==> src/rtl/pipeline_hazard_ctrl_pkg.sv <==
// Shared types and constants for the MIPS pipeline hazard controller.
// The stall-cause bit positions are also used by the testbench.
package hazard_pkg;

  typedef enum logic {
    RUN     = 1'b0,
    MD_BUSY = 1'b1
  } md_state_e;

  localparam logic [4:0] REG_ZERO = 5'd0;

  localparam int CAUSE_LW = 0;
  localparam int CAUSE_BR = 1;
  localparam int CAUSE_MD = 2;
  localparam int CAUSE_W  = 3;

endpackage

==> src/rtl/pipeline_hazard_ctrl_if.sv <==
// Hazard-controller bundle: pipeline status in, stall/flush controls out.
// The master is the pipeline datapath; the slave is the hazard controller.
interface pipeline_hazard_ctrl_if;
  import hazard_pkg::*;

  logic [4:0] rsD;
  logic [4:0] rtD;
  logic [4:0] rtE;
  logic [4:0] writeRegE;
  logic [4:0] writeRegM;
  logic       RegWriteE;
  logic       MemtoRegE;
  logic       MemtoRegM;
  logic       BranchD;
  logic       JumpD;
  logic       PCSrcD;
  logic       MDStartE;
  logic       MDUseD;
  logic       nEN_PC;
  logic       nEN_FD;
  logic       flushFD;
  logic       flushDE;
  logic       mdBusy;

  modport master (
    output rsD, rtD, rtE, writeRegE, writeRegM,
    output RegWriteE, MemtoRegE, MemtoRegM,
    output BranchD, JumpD, PCSrcD, MDStartE, MDUseD,
    input  nEN_PC, nEN_FD, flushFD, flushDE, mdBusy
  );

  modport slave (
    input  rsD, rtD, rtE, writeRegE, writeRegM,
    input  RegWriteE, MemtoRegE, MemtoRegM,
    input  BranchD, JumpD, PCSrcD, MDStartE, MDUseD,
    output nEN_PC, nEN_FD, flushFD, flushDE, mdBusy
  );

endinterface

==> src/rtl/pipeline_hazard_ctrl_md_busy_timer.sv <==
// Tracks occupancy of the multi-cycle mult/div unit: RUN/MD_BUSY FSM
// with a down-counter; mdBusy stays high for MD_LATENCY cycles after issue.
module md_busy_timer
  import hazard_pkg::*;
#(
  parameter int MD_LATENCY = 32
) (
  input  logic CLK,
  input  logic reset,
  input  logic MDStartE,
  output logic mdBusy
);

  localparam int             CW       = $clog2(MD_LATENCY);
  localparam logic [CW-1:0]  CNT_LOAD = CW'(MD_LATENCY - 1);

  md_state_e     state, state_nxt;
  logic [CW-1:0] cnt, cnt_nxt;

  always_ff @(posedge CLK) begin
    if (!reset) begin
      state <= RUN;
      cnt   <= '0;
    end else begin
      state <= state_nxt;
      cnt   <= cnt_nxt;
    end
  end

  // A start seen while already busy is dropped: the issuer is stalled anyway.
  always_comb begin
    state_nxt = state;
    cnt_nxt   = cnt;
    case (state)
      RUN: begin
        if (MDStartE) begin
          state_nxt = MD_BUSY;
          cnt_nxt   = CNT_LOAD;
        end
      end
      MD_BUSY: begin
        if (cnt == '0) state_nxt = RUN;
        else           cnt_nxt   = cnt - CW'(1);
      end
      default: state_nxt = RUN;
    endcase
  end

  always_comb begin
    mdBusy = (state == MD_BUSY);
  end

endmodule

==> src/rtl/pipeline_hazard_ctrl.sv <==
// Hazard/stall controller for the 5-stage MIPS pipeline (load-use, branch
// operand and mult/div hazards). HAZARD_PERF_CNT_EN adds a saturating stall counter.
module pipeline_hazard_ctrl
  import hazard_pkg::*;
#(
  parameter int MD_LATENCY = 32,
  parameter int CNT_W      = 32
) (
  input  logic                  CLK,
  input  logic                  reset,
  pipeline_hazard_ctrl_if.slave hz
`ifdef HAZARD_PERF_CNT_EN
  ,
  output logic [CNT_W-1:0]      stallCount
`endif
);

  logic               md_busy;
  logic [CAUSE_W-1:0] cause;
  logic               stall;

  md_busy_timer #(
    .MD_LATENCY (MD_LATENCY)
  ) u_md_busy_timer (
    .CLK      (CLK),
    .reset    (reset),
    .MDStartE (hz.MDStartE),
    .mdBusy   (md_busy)
  );

  // Register 0 is hard-wired, so a write to it never creates a dependency.
  function automatic logic src_hit(input logic [4:0] dst,
                                   input logic [4:0] srca,
                                   input logic [4:0] srcb);
    return (dst != REG_ZERO) && ((dst == srca) || (dst == srcb));
  endfunction

  always_comb begin
    cause           = '0;
    cause[CAUSE_LW] = hz.MemtoRegE && src_hit(hz.rtE, hz.rsD, hz.rtD);
    cause[CAUSE_BR] = hz.BranchD &&
                      ((hz.RegWriteE && src_hit(hz.writeRegE, hz.rsD, hz.rtD)) ||
                       (hz.MemtoRegM && src_hit(hz.writeRegM, hz.rsD, hz.rtD)));
    cause[CAUSE_MD] = md_busy && hz.MDUseD;
  end

  // Everything is held low while reset is asserted.
  assign stall      = reset && (|cause);
  assign hz.nEN_PC  = stall;
  assign hz.nEN_FD  = stall;
  assign hz.flushDE = stall;
  assign hz.flushFD = reset && (hz.PCSrcD || hz.JumpD) && !stall;
  assign hz.mdBusy  = reset && md_busy;

`ifdef HAZARD_PERF_CNT_EN
  function automatic logic [CNT_W-1:0] sat_inc(input logic [CNT_W-1:0] v);
    return (&v) ? v : v + CNT_W'(1);
  endfunction

  always_ff @(posedge CLK) begin
    if (!reset)     stallCount <= '0;
    else if (stall) stallCount <= sat_inc(stallCount);
  end
`else
  logic unused_cnt_w;
  assign unused_cnt_w = ^CNT_W;
`endif

endmodule

==> src/flat_wrapper.sv <==
// flat-port wrapper written by rule: the top's interface ports become plain ports
module pipeline_hazard_ctrl_flat import hazard_pkg::*;
#(
  parameter int MD_LATENCY = 32,
  parameter int CNT_W      = 32
)
  (CLK, reset, hz_rsD, hz_rtD, hz_rtE, hz_writeRegE, hz_writeRegM, hz_RegWriteE, hz_MemtoRegE, hz_MemtoRegM, hz_BranchD, hz_JumpD, hz_PCSrcD, hz_MDStartE, hz_MDUseD, hz_nEN_PC, hz_nEN_FD, hz_flushFD, hz_flushDE, hz_mdBusy);
  pipeline_hazard_ctrl_if hz_i ();
  input  logic CLK;
  input  logic reset;
  input wire logic [$bits(hz_i.rsD)-1:0] hz_rsD;
  input wire logic [$bits(hz_i.rtD)-1:0] hz_rtD;
  input wire logic [$bits(hz_i.rtE)-1:0] hz_rtE;
  input wire logic [$bits(hz_i.writeRegE)-1:0] hz_writeRegE;
  input wire logic [$bits(hz_i.writeRegM)-1:0] hz_writeRegM;
  input wire logic [$bits(hz_i.RegWriteE)-1:0] hz_RegWriteE;
  input wire logic [$bits(hz_i.MemtoRegE)-1:0] hz_MemtoRegE;
  input wire logic [$bits(hz_i.MemtoRegM)-1:0] hz_MemtoRegM;
  input wire logic [$bits(hz_i.BranchD)-1:0] hz_BranchD;
  input wire logic [$bits(hz_i.JumpD)-1:0] hz_JumpD;
  input wire logic [$bits(hz_i.PCSrcD)-1:0] hz_PCSrcD;
  input wire logic [$bits(hz_i.MDStartE)-1:0] hz_MDStartE;
  input wire logic [$bits(hz_i.MDUseD)-1:0] hz_MDUseD;
  output wire logic [$bits(hz_i.nEN_PC)-1:0] hz_nEN_PC;
  output wire logic [$bits(hz_i.nEN_FD)-1:0] hz_nEN_FD;
  output wire logic [$bits(hz_i.flushFD)-1:0] hz_flushFD;
  output wire logic [$bits(hz_i.flushDE)-1:0] hz_flushDE;
  output wire logic [$bits(hz_i.mdBusy)-1:0] hz_mdBusy;
  assign hz_i.rsD = hz_rsD;
  assign hz_i.rtD = hz_rtD;
  assign hz_i.rtE = hz_rtE;
  assign hz_i.writeRegE = hz_writeRegE;
  assign hz_i.writeRegM = hz_writeRegM;
  assign hz_i.RegWriteE = hz_RegWriteE;
  assign hz_i.MemtoRegE = hz_MemtoRegE;
  assign hz_i.MemtoRegM = hz_MemtoRegM;
  assign hz_i.BranchD = hz_BranchD;
  assign hz_i.JumpD = hz_JumpD;
  assign hz_i.PCSrcD = hz_PCSrcD;
  assign hz_i.MDStartE = hz_MDStartE;
  assign hz_i.MDUseD = hz_MDUseD;
  assign hz_nEN_PC = hz_i.nEN_PC;
  assign hz_nEN_FD = hz_i.nEN_FD;
  assign hz_flushFD = hz_i.flushFD;
  assign hz_flushDE = hz_i.flushDE;
  assign hz_mdBusy = hz_i.mdBusy;
  pipeline_hazard_ctrl #(.MD_LATENCY(MD_LATENCY), .CNT_W(CNT_W)) u_core (.CLK(CLK), .reset(reset), .hz(hz_i));
endmodule
==> config.mk <==
export PLATFORM = sky130hd
export DESIGN_NAME = pipeline_hazard_ctrl_flat
export DESIGN_NICKNAME = d
export VERILOG_FILES = /design/src/rtl/pipeline_hazard_ctrl_pkg.sv /design/src/rtl/pipeline_hazard_ctrl_if.sv /design/src/rtl/pipeline_hazard_ctrl_md_busy_timer.sv /design/src/rtl/pipeline_hazard_ctrl.sv /design/src/flat_wrapper.sv
export SDC_FILE = /design/constraint.sdc
export NUM_CORES = 1
export LEC_CHECK = 0
export CAP_MARGIN = 20
export CORE_MARGIN = 4
export CORE_UTILIZATION = 35
export CTS_CLUSTER_DIAMETER = 40
export DETAILED_ROUTE_END_ITERATION = 10
export GPL_TIMING_DRIVEN = 0
export PLACE_DENSITY_LB_ADDON = 0.1
export RECOVER_POWER = 100
export SETUP_SLACK_MARGIN = 0.05
export SLEW_MARGIN = 25
export SYNTH_ARGS = -nofsm -noshare
export SYNTH_HDL_FRONTEND = slang
export SYNTH_HIERARCHICAL = 1
export SYNTH_SLANG_ARGS = --single-unit
==> constraint.sdc <==
create_clock -name CLK -period 2.16 [get_ports CLK]
set_clock_uncertainty 0.15 [all_clocks]
set_input_delay 0.432 -clock CLK [delete_from_list [all_inputs] [get_ports CLK]]
set_output_delay 0.432 -clock CLK [all_outputs]
set_load 0.005 [all_outputs]
==> parameters.txt <==
Parameter                              Value

Routing
  Wirelength, routed    1.99 mm
  Antenna Violating Nets Remaining    0
  Detailed router's first-iteration violation count    10
  Number of vias per cell after detailed routing    4.99
  DR vias    824
  # DRC    0
  Number of detailed-routing iterations run before antenna repair    4
  Average detailed-routed wire length per instance    12.1 microns

Yosys
  Share of the synthesized area in the top cell type    0.261
  Fraction of registers with async set or reset after synthesis    0
  Top cells by area in the synthesized netlist    xor2_1, dfxtp_1, xnor2_1, a21oi_1, nand3_1
  Total of flip-flops plus latches after synthesis    6
  Post-synth top cells    xor2_1, xnor2_1
  Biggest area consumer among synthesized cells    xor2_1
  Post-synthesis instance area    739 sq um
  Distinct cell type count of the synthesized netlist    33
  Sequential-to-total area share from yosys stat    0.162
  Number of instances in the synthesized netlist    90
  Synthesized netlist net count    126
  Yosys warning total    6
  Number of enable-type register cells in the synthesized netlist    0
  Average size of a mapped cell    8.22 sq um
  Count leader, synth    xor2_1
  Top FF cell, synth    dfxtp_1

Place
  Hpwl dp    1.76 mm
  IO Port Bufs    39
  Placed cells    156
  Pre-CTS worst setup slack    -1.02 ns
  Placed cell area    0.00116 sq mm
  Placer congestion estimate    0.878

Power and ir drop
  Total Power    452 uW
  Ratio of total power to cell area    379 mW/mm^2
  P_leak    0.497 nW
  Worst IR Drop VDD    0.000176 V

Flow run
  Total of max-cap violations    0

Floorplan
  Row cnt    16
  Count of boundary I/O pins    40
  Die extent in x    54.0 microns
  Core area    0.00198 sq mm
  Die area    0.00291 sq mm
  Die Height    54.0 microns
  Initial standard-cell utilization of the core    0.373

Clocking
  Maximum level of the CTS H-tree    1
  Clock-pin transition on the worst setup and hold timing paths    0.04 ns
  Clock root buffer    clkbuf_4
  Quantity of hold-fixing buffers added after cts    0
  Clock tree from TritonCTS    built
  Maximum clock insertion buffer count    2
  Total CTS buffers    3
  Clock Latency Late Sink    0.24 ns
  Sink count of the clock tree    6

Cells and area
  Footprint of the flip-flops and latches    120 sq um
  Area Overhead vs Synth    61.4%
  Share of cells above drive strength 1    0.326
  Cell Count, Final, Fillers Out    165
  Final cell area excluding filler cells    0.00119 sq mm
  Filler cell count in the final layout    205
  Multi-input logic area    602 sq um
  N_diodes    0
  Number of nets in the layout    176

Min path
  Class of the tightest hold or removal check    reg -> reg
  Hold path cells    2

Timing
  Slew at the pin with the worst max-slew slack    0.411 ns
  Count of endpoints failing hold in the final timing report    0
  Final setup vio count    4
  Final Max Slew Viols    0
  RSZ-0062 raised after global routing    yes
  Maximum operating frequency    400 MHz
  Slew HR    0.725
  Final critical path time including I/O delays and setup    2.50 ns
  Final Cycle Share    1.16
  Worst path setup slack after routing    -0.340 ns

GRT
  Vias in the first global route    854
  Tot GR Track Use    0.151
  Maximum number of pins on one net before global-route repair    10
  Wire length of the first global-routing pass    3.29 mm
  Initial antenna violation count    0
  Aggregate global routing overflow    0

Critical path
  Critical Setup Path Class    in -> out
  Critical path peak fanout    2
  Crit path required time    1.58 ns
  Arrival time at the worst endpoint    1.92 ns
  Worst reg2reg path depth    5
  Startpoint Class    input pin
  Critical Path Sink Type    output pin

Status
  Result of the run    complete, but fails checks
  Failing checks    setup timing
power by group:
part           total [mW]  leakage (nW)  internal [mW]  switching (mW)
Sequential          0.137        0.0501          0.125          0.0121
Combinational       0.218         0.433          0.123          0.0957
Clock              0.0968        0.0138         0.0624          0.0344
Total               0.452         0.497          0.310           0.142
path summary, 6_finish.rpt:
path | to | slack, ns | startpoint
worst min register to register | u_core/u_md_busy_timer/cnt[4]$_SDFFE_PN0P_ | 0.36 | u_core/u_md_busy_timer/cnt[4]$_SDFFE_PN0P_
worst max register to register | u_core/u_md_busy_timer/cnt[1]$_SDFFE_PN0P_ | 0.23 | u_core/u_md_busy_timer/cnt[0]$_SDFFE_PN0P_
worst max-delay path | hz_nEN_FD | -0.34 | hz_writeRegM[2]
worst min-delay path | u_core/u_md_busy_timer/cnt[4]$_SDFFE_PN0P_ | 0.36 | u_core/u_md_busy_timer/cnt[4]$_SDFFE_PN0P_
layer usage:
metal	GRT usage	part of all wire
met5	0	0
met1	0.143	0.37
met3	0.0305	0.093
met2	0.308	0.54
met4	0.0596	0
cell families (layout without fill, tap and decap cells):
kind of cell,after synthesis,count (layout),synth area share
simple gates,29,29,0.257
flops,6,6,0.162
compound gates,18,18,0.166
fa+ha+maj,1,1,0.0169
buf+inv,6,54,0.0423
xor+xnor,30,30,0.355
flip-flops by register name, indices dropped and copies added (netlist names):
signal                         cells
u_core/u_md_busy_timer/cnt         5
u_core/u_md_busy_timer/mdBusy      1
final cells by class:
class | instances | area share
inverter | 3 | 0.00943
multi-input combinational | 78 | 0.504
timing repair buffer | 45 | 0.317
buffer | 3 | 0.0220
clock buffer | 3 | 0.0189
sequential | 6 | 0.101
tap | 27 | 0.0283
worst max-delay path, cell delays in order:
cell	delay [ns]
buf_8	0.09
or4_4	0.52
o211ai_2	0.16
a21oi_2	0.06
o31a_1	0.32
buf_6	0.13
buf_6	0.10
buf_6	0.10
cells in the final DEF, fill, tap and decap left out, types with 2 or more instances in the layout:
cell / n
nand3_1: 6
clkbuf_4: 3
a21oi_1: 5
buf_6: 9
buf_4: 5
dlygate4sd2_1: 3
and2_0: 2
a211oi_1: 2
dfxtp_1: 6
nor3_1: 5
a21oi_2: 2
o21ai_2: 2
xnor2_1: 8
clkbuf_2: 7
clkdlybuf4s15_1: 4
inv_1: 3
nand2_1: 2
clkdlybuf4s50_1: 9
buf_8: 2
or4_4: 2
buf_2: 8
xor2_1: 22
nor2_1: 3
timing repair:
| action | in CTS | in global routing |
|---|---|---|
| cloned | 0 | 0 |
| gates resized for setup | 95 | 24 |
| pin swaps | 9 | 8 |
| buffers inserted | 6 | 0 |
| setup endpoints to repair | 5 | 4 |
through the flow:
| stage | TNS [ns] | utilization | hold WS (ns) |
|---|---|---|---|
| global placement | -3.92 | 0.587 | 0.338 |
| finish | -1.20 | 0.602 | 0.357 |
| global route | -1.42 | 0.602 | 0.408 |
| detailed placement | -3.93 | 0.587 | 0.360 |
| floorplan | -0.0794 | - | 0.309 |
| CTS | -1.31 | 0.612 | 0.367 |
No activity file was read; power rests on OpenSTA's default activity.
